## config.mk

```make
export PLATFORM = sky130hd
export DESIGN_NAME = alu16_seq
export DESIGN_NICKNAME = d
export VERILOG_FILES = /design/src/rtl/alu16_seq.sv
export SDC_FILE = /design/constraint.sdc
export NUM_CORES = 1
export LEC_CHECK = 0
export CAP_MARGIN = 20
export CORE_AREA = 2 2 104 106
export DETAILED_ROUTE_END_ITERATION = 8
export DIE_AREA = 0 0 106 108
export HOLD_SLACK_MARGIN = 0.15
export PLACE_DENSITY_LB_ADDON = 0.12
export SYNTH_ARGS = -nofsm -noshare
export SYNTH_HDL_FRONTEND = slang
export SYNTH_SLANG_ARGS = --single-unit
```

## constraint.sdc

```tcl
create_clock -name clk -period 3.2 [get_ports clk]
set_input_delay 0.64 -clock clk [delete_from_list [all_inputs] [get_ports clk]]
set_output_delay 0.64 -clock clk [all_outputs]
set_load 0.01 [all_outputs]
```

## src/rtl/alu16_seq.sv

```systemverilog
// 16-bit add sequencer over the 8-bit ALU: low-byte ADD then high-byte ADC, composes result and Z/N/H/C.
// Optional INC16/DEC16 via the ALU 16-bit path when ALU16_INCDEC_EN is defined; otherwise they pass opnd_x through.
package alu16_pkg;
   typedef enum logic [3:0] {
      alu_NOP  = 4'd0,
      alu_ADD  = 4'd1,
      alu_ADC  = 4'd2,
      alu_INCL = 4'd3,
      alu_DECL = 4'd4
   } alu_op_t;
endpackage

module alu16_seq (
   input  logic               clk,
   input  logic               rst_b,
   input  logic               start,
   input  logic [1:0]         op_sel,
   input  logic [15:0]        opnd_x,
   input  logic [15:0]        opnd_y,
   input  logic [3:0]         flags_in,
   output logic               busy,
   output logic               done,
   output logic [15:0]        result,
   output logic [3:0]         flags_out,
   output logic [7:0]         alu_op_A,
   output logic [7:0]         alu_op_B,
   output alu16_pkg::alu_op_t alu_op_code,
   output logic [3:0]         alu_curr_flags,
   input  logic [7:0]         alu_result,
   input  logic [3:0]         alu_next_flags,
   input  logic [15:0]        alu_addr_result
);
   import alu16_pkg::*;

   localparam logic [1:0] S_IDLE = 2'd0;
   localparam logic [1:0] S_LOW  = 2'd1;
   localparam logic [1:0] S_HIGH = 2'd2;
   localparam logic [1:0] S_DONE = 2'd3;

   localparam logic [1:0] OP_ADD_SP = 2'b01;

`ifdef ALU16_INCDEC_EN
   localparam bit INCDEC_EN = 1'b1;
`else
   localparam bit INCDEC_EN = 1'b0;
`endif

   logic [1:0]  state_q, state_d;
   logic [1:0]  op_q, op_d;
   logic [15:0] x_q, x_d;
   logic [15:0] y_q, y_d;
   logic [3:0]  fl_q, fl_d;
   logic [7:0]  res_lo_q, res_lo_d;
   logic        c_lo_q, c_lo_d;
   logic        h_lo_q, h_lo_d;
   logic [15:0] result_q, result_d;
   logic [3:0]  flags_q, flags_d;

   // Z and N from the ALU are never needed; Z comes from the latched flags.
   logic unused_alu_zn;
   assign unused_alu_zn = ^alu_next_flags[3:2];

   always_comb begin
      state_d        = state_q;
      op_d           = op_q;
      x_d            = x_q;
      y_d            = y_q;
      fl_d           = fl_q;
      res_lo_d       = res_lo_q;
      c_lo_d         = c_lo_q;
      h_lo_d         = h_lo_q;
      result_d       = result_q;
      flags_d        = flags_q;
      alu_op_A       = 8'h00;
      alu_op_B       = 8'h00;
      alu_op_code    = alu_NOP;
      alu_curr_flags = flags_in;
      case (state_q)
         S_IDLE: begin
            if (start) begin
               op_d = op_sel;
               x_d  = opnd_x;
               y_d  = opnd_y;
               fl_d = flags_in;
               if (op_sel[1] && !INCDEC_EN) begin
                  // No 16-bit ALU path available: INC16/DEC16 degrade to a pass-through.
                  result_d = opnd_x;
                  flags_d  = flags_in;
                  state_d  = S_DONE;
               end else begin
                  state_d = S_LOW;
               end
            end
         end
         S_LOW: begin
            alu_curr_flags = fl_q;
            if (op_q[1]) begin
               alu_op_A    = x_q[15:8];
               alu_op_B    = x_q[7:0];
               alu_op_code = op_q[0] ? alu_DECL : alu_INCL;
               result_d    = alu_addr_result;
               flags_d     = fl_q;
               state_d     = S_DONE;
            end else begin
               alu_op_A    = x_q[7:0];
               alu_op_B    = y_q[7:0];
               alu_op_code = alu_ADD;
               res_lo_d    = alu_result;
               c_lo_d      = alu_next_flags[0];
               h_lo_d      = alu_next_flags[1];
               state_d     = S_HIGH;
            end
         end
         S_HIGH: begin
            alu_op_A       = x_q[15:8];
            alu_op_B       = (op_q == OP_ADD_SP) ? {8{y_q[7]}} : y_q[15:8];
            alu_op_code    = alu_ADC;
            alu_curr_flags = {fl_q[3:1], c_lo_q};
            result_d       = {alu_result, res_lo_q};
            // SP+e8 reports the unsigned low-byte carries; HL+rr reports bit-11/bit-15 carries.
            if (op_q == OP_ADD_SP) flags_d = {2'b00, h_lo_q, c_lo_q};
            else                   flags_d = {fl_q[3], 1'b0, alu_next_flags[1], alu_next_flags[0]};
            state_d        = S_DONE;
         end
         default: begin
            state_d = S_IDLE;
         end
      endcase
   end

   always_ff @(posedge clk or negedge rst_b) begin
      if (!rst_b) begin
         state_q  <= S_IDLE;
         op_q     <= 2'b00;
         x_q      <= 16'h0000;
         y_q      <= 16'h0000;
         fl_q     <= 4'h0;
         res_lo_q <= 8'h00;
         c_lo_q   <= 1'b0;
         h_lo_q   <= 1'b0;
         result_q <= 16'h0000;
         flags_q  <= 4'h0;
      end else begin
         state_q  <= state_d;
         op_q     <= op_d;
         x_q      <= x_d;
         y_q      <= y_d;
         fl_q     <= fl_d;
         res_lo_q <= res_lo_d;
         c_lo_q   <= c_lo_d;
         h_lo_q   <= h_lo_d;
         result_q <= result_d;
         flags_q  <= flags_d;
      end
   end

   assign busy      = (state_q == S_LOW) || (state_q == S_HIGH);
   assign done      = (state_q == S_DONE);
   assign result    = result_q;
   assign flags_out = flags_q;
endmodule

```

==> flow_results.xml <==
<?xml version="1.0" encoding="UTF-8"?>
<metrics>
  <group name="cts">
    <metric name="clkLatencyLatePin" unit="ns">0.33</metric>
    <metric name="cts_tree" unit="">built</metric>
    <metric name="cts_h_tree_depth" unit="">3</metric>
    <metric name="cts.clk_slew.worst_paths" unit="ns">0.08</metric>
    <metric name="max-clock-path-buffers" unit="">2</metric>
    <metric name="tritoncts.num_buffers" unit="">9</metric>
    <metric name="cts_hold_repair.buffers" unit="">0</metric>
    <metric name="cts_root_buf" unit="">clkbuf_8</metric>
    <metric name="cts.sink_count" unit="">70</metric>
  </group>
  <group name="placed_design">
    <metric name="detailedPlace.worstSlack" unit="ns">0.3091</metric>
    <metric name="numPortBuffers" unit="">111</metric>
    <metric name="post-place-cells" unit="">575</metric>
    <metric name="dp_hpwl" unit="mm">6.959</metric>
    <metric name="finalWeightedCongestion" unit="">0.8027</metric>
  </group>
  <group name="power">
    <metric name="total_power" unit="mW">6.029</metric>
    <metric name="total_leakage_power" unit="nW">2.208</metric>
    <metric name="powerDensity" unit="nW/µm²">1140</metric>
    <metric name="irDropWorstVdd" unit="V">0.0004700</metric>
  </group>
  <group name="cells_and_area">
    <metric name="fillers" unit="">958</metric>
    <metric name="instances_no_fill" unit="">593</metric>
    <metric name="area_growth_syn_to_layout" unit="%">40.15</metric>
    <metric name="postLayoutCoreUtil" unit="%">51.69</metric>
    <metric name="antennaDiodeCount" unit="">0</metric>
    <metric name="post_route_cells_drive_above_1_share" unit="%">23.63</metric>
    <metric name="design.final.nets" unit="">527</metric>
  </group>
  <group name="yosys">
    <metric name="yosys-top-cells-area" unit="">dfrtp_1, mux2_2, a22oi_1, nand2_1, mux2_4</metric>
    <metric name="yosysTopAreaCellShare" unit="%">46.42</metric>
    <metric name="post_synth_inst_count" unit="">347</metric>
    <metric name="synth-xor-area-share" unit="%">0</metric>
    <metric name="synth-seq-area-share" unit="%">46.42</metric>
    <metric name="post_synth_instance_area" unit="µm²">3774</metric>
    <metric name="synth_compound_area_share" unit="%">17.34</metric>
    <metric name="synth_seq_cells" unit="">70</metric>
    <metric name="synth-adder-area-share" unit="%">1.989</metric>
    <metric name="post_synth_mux_area_share" unit="%">19.56</metric>
    <metric name="synth_top_family_by_area" unit="">multiplexers</metric>
    <metric name="netlist.top_cell.by_area" unit="">dfrtp_1</metric>
    <metric name="synth_simple_gate_area_share" unit="%">9.947</metric>
    <metric name="synth-warning-count" unit="">0</metric>
    <metric name="post_synth_num_cell_types" unit="">36</metric>
    <metric name="synthesis.nets" unit="">422</metric>
    <metric name="syn_area_per_cell" unit="µm²">10.87</metric>
  </group>
  <group name="timing">
    <metric name="maxClockFrequency" unit="MHz">322.5</metric>
    <metric name="period_share" unit="%">96.89</metric>
    <metric name="timing_max_transition_violations_final" unit="">0</metric>
    <metric name="timing.final.ws_setup" unit="ns">0.09945</metric>
    <metric name="worstMarginPinSlew" unit="ns">0.9195</metric>
    <metric name="slew_headroom" unit="%">38.70</metric>
    <metric name="setup_violators_final" unit="">0</metric>
    <metric name="maximum_clock_skew_at_final_layout" unit="ns">0.009167</metric>
    <metric name="totalNegativeSetupSlack" unit="ns">0</metric>
    <metric name="final_hold_viol_count" unit="">0</metric>
    <metric name="post-route-min-period" unit="ns">3.101</metric>
    <metric name="rsz0062_at_grt" unit="">no</metric>
  </group>
  <group name="die">
    <metric name="dieWidth" unit="µm">106</metric>
    <metric name="start_util" unit="%">36.88</metric>
    <metric name="core_region_area" unit="µm²">10230</metric>
    <metric name="num_io_pins" unit="">115</metric>
    <metric name="floorplan.die_area" unit="µm²">11450</metric>
    <metric name="row_count" unit="">37</metric>
    <metric name="floorplan.die.height" unit="µm">108</metric>
  </group>
  <group name="route">
    <metric name="firstDrtPassIters" unit="">4</metric>
    <metric name="route.met3.wl" unit="µm">419</metric>
    <metric name="met1Wirelength" unit="mm">4.908</metric>
    <metric name="detailedRoute.firstIterationViolations" unit="">118</metric>
    <metric name="met2RoutedLength" unit="mm">4.393</metric>
    <metric name="vias" unit="">3011</metric>
    <metric name="postRouteWirelength" unit="mm">9.865</metric>
    <metric name="detail_route.wl_per_cell" unit="µm">16.64</metric>
    <metric name="drc" unit="">0</metric>
    <metric name="vias_per_cell" unit="">5.078</metric>
    <metric name="ant_nets" unit="">0</metric>
    <metric name="top_signal_layer_used" unit="">met4</metric>
  </group>
  <group name="worst_setup_path">
    <metric name="setup.worst_path.start_class" unit="">register</metric>
    <metric name="end_kind" unit="">output pin</metric>
    <metric name="crit_type" unit="">register to output pin</metric>
    <metric name="critPathRequiredTime" unit="ns">2.56</metric>
    <metric name="crit-reg2reg-capture" unit="">result[7]$_DFFE_PN0P_</metric>
    <metric name="timing.critical_path.fanout_max" unit="">13</metric>
    <metric name="r2r_cells" unit="">7</metric>
    <metric name="critical_path.reg2reg.startpoint" unit="">state_q[1]$_DFFE_PN0P_</metric>
    <metric name="cp.arrival" unit="ns">2.46</metric>
    <metric name="worst-r2r-setup-slack" unit="ns">1.21</metric>
  </group>
  <group name="run">
    <metric name="cap_viol_max_count" unit="">0</metric>
  </group>
  <group name="grt">
    <metric name="grt_max_degree" unit="">71</metric>
    <metric name="aggregate_global_route_resource_usage" unit="%">17.90</metric>
    <metric name="number_of_antenna_violations_at_the_first_check_in_global_routing" unit="">0</metric>
    <metric name="grt_pass1_vias" unit="">3117</metric>
    <metric name="grt.overflow.total" unit="">0</metric>
    <metric name="grt_pass1_wl" unit="mm">16.13</metric>
  </group>
  <group name="worst_hold_path">
    <metric name="hold_class" unit="">input port to async pin</metric>
  </group>
  <group name="status">
    <metric name="result_of_the_run" unit="">completed</metric>
  </group>
</metrics>
==> logic make-up (layout without fill, tap and decap cells) <==
| family | after synthesis | after routing |
|---|---|---|
| multiplexers | 63 | 63 |
| buffers and inverters | 33 | 143 |
| adder cells (fa/ha/maj) | 6 | 6 |
| other | 1 | 1 |
| AND/OR/NAND/NOR | 80 | 80 |
| flip-flops | 70 | 70 |
| AO/OA/AOI/OAI | 94 | 94 |
==> flip-flops by register name (all words and copies together) (netlist names) <==
register / cells
c_lo_q: 1
fl_q: 4
x_q: 16
state_q: 2
flags_out: 4
result: 16
h_lo_q: 1
y_q: 16
op_q: 2
res_lo_q: 8
==> stage by stage <==
step,cell area [µm²],hold WS [ns]
2_1_floorplan,3774,0.3444
4_1_cts,5251,0.4743
3_5_place_dp,4979,0.4675
5_1_grt,5289,0.5010
6_report,5289,0.4287
3_3_place_gp,4979,0.4613
==> report_power, final <==
part           internal (mW)  switching (mW)
clock network          0.601           0.359
logic                   1.80            1.61
registers               1.35           0.303
total                   3.76            2.27
==> worst max path at each step <==
stage | start | end | slack [ns] | cells after the start
detailed placement | state_q[1]$_DFFE_PN0P_ | alu_op_A[0] | 0.31 | 6
finish | state_q[0]$_DFFE_PN0P_ | alu_op_A[0] | 0.1 | 6
floorplan | state_q[0]$_DFFE_PN0P_ | alu_op_code[0] | 1.06 | 6
global placement | state_q[1]$_DFFE_PN0P_ | alu_op_A[7] | 0.36 | 6
CTS | state_q[1]$_DFFE_PN0P_ | alu_op_A[7] | 0.01 | 5
global route | state_q[0]$_DFFE_PN0P_ | alu_op_A[0] | 0.01 | 6
==> layer usage <==
metal / GRT usage [%] / up-vias
met5: 0 / -
met4: 6.767 / 0
met3: 3.074 / 12
met2: 27.93 / 83
met1: 25.02 / 1467
li1: - / 1449
==> critical path: stages (launching register included) <==
cell	delay, ns
dfrtp_1	0.45
inv_1	0.20
ha_2	0.31
buf_4	0.22
o21ai_0	0.11
a21boi_1	0.24
clkdlybuf4s50_1	0.59
==> cells in the final DEF, fill, tap and decap left out, types with 4 or more instances in the layout <==
cell type        Yosys  final
nor2b_1             16     16
o21ai_1              6      6
nor2_1               5      5
bufinv_16            0      4
o21ai_0             21     21
dfrtp_1             70     70
a21o_1               9      9
a31oi_1              6      6
clkbuf_8             0      9
inv_1                5      5
buf_4                2     11
a22oi_1             30     30
mux2_2              54     54
o21ai_2             10     10
nand2_1             45     45
nand3_1              5      5
mux2_4               8      8
clkdlybuf4s50_1      0    110
==> Yosys cell counts <==
cell type	n
a211o_4	1
a211oi_2	1
a21boi_1	2
a21o_1	9
a21oi_1	2
a22oi_1	30
a31oi_1	6
a32o_1	1
a32oi_1	1
and2_1	2
and2b_4	1
and3b_1	1
buf_1	4
buf_2	11
buf_4	2
buf_6	4
clkbuf_1	7
conb_1	1
dfrtp_1	70
ha_1	6
inv_1	5
mux2_2	54
mux2_4	8
mux2i_1	1
nand2_1	45
nand2_2	2
nand2b_1	3
nand3_1	5
nor2_1	5
nor2b_1	16
o21a_1	1
o21ai_0	21
o21ai_1	6
o21ai_2	10
o22ai_1	2
o31ai_1	1
==> final cells by class <==
| class | instances | area, µm² | area share (%) |
|---|---|---|---|
| Clock inverter | 7 | 146.4 | 2.768 |
| Tap cell | 136 | 170.2 | 3.217 |
| Sequential cell | 70 | 1752 | 33.12 |
| Multi-Input combinational cell | 244 | 1874 | 35.44 |
| Inverter | 5 | 18.77 | 0.3549 |
| Clock buffer | 9 | 123.9 | 2.342 |
| Timing Repair Buffer | 122 | 1204 | 22.76 |
==> what timing repair did <==
| action | in CTS | in global routing |
|---|---|---|
| setup buffers | 0 | 2 |
| endpoints found under the setup margin | 2 | 8 |
| endpoints found under the hold margin | 0 | 0 |
| gates resized for setup | 1 | 3 |
(Power assumes the default switching activity.)
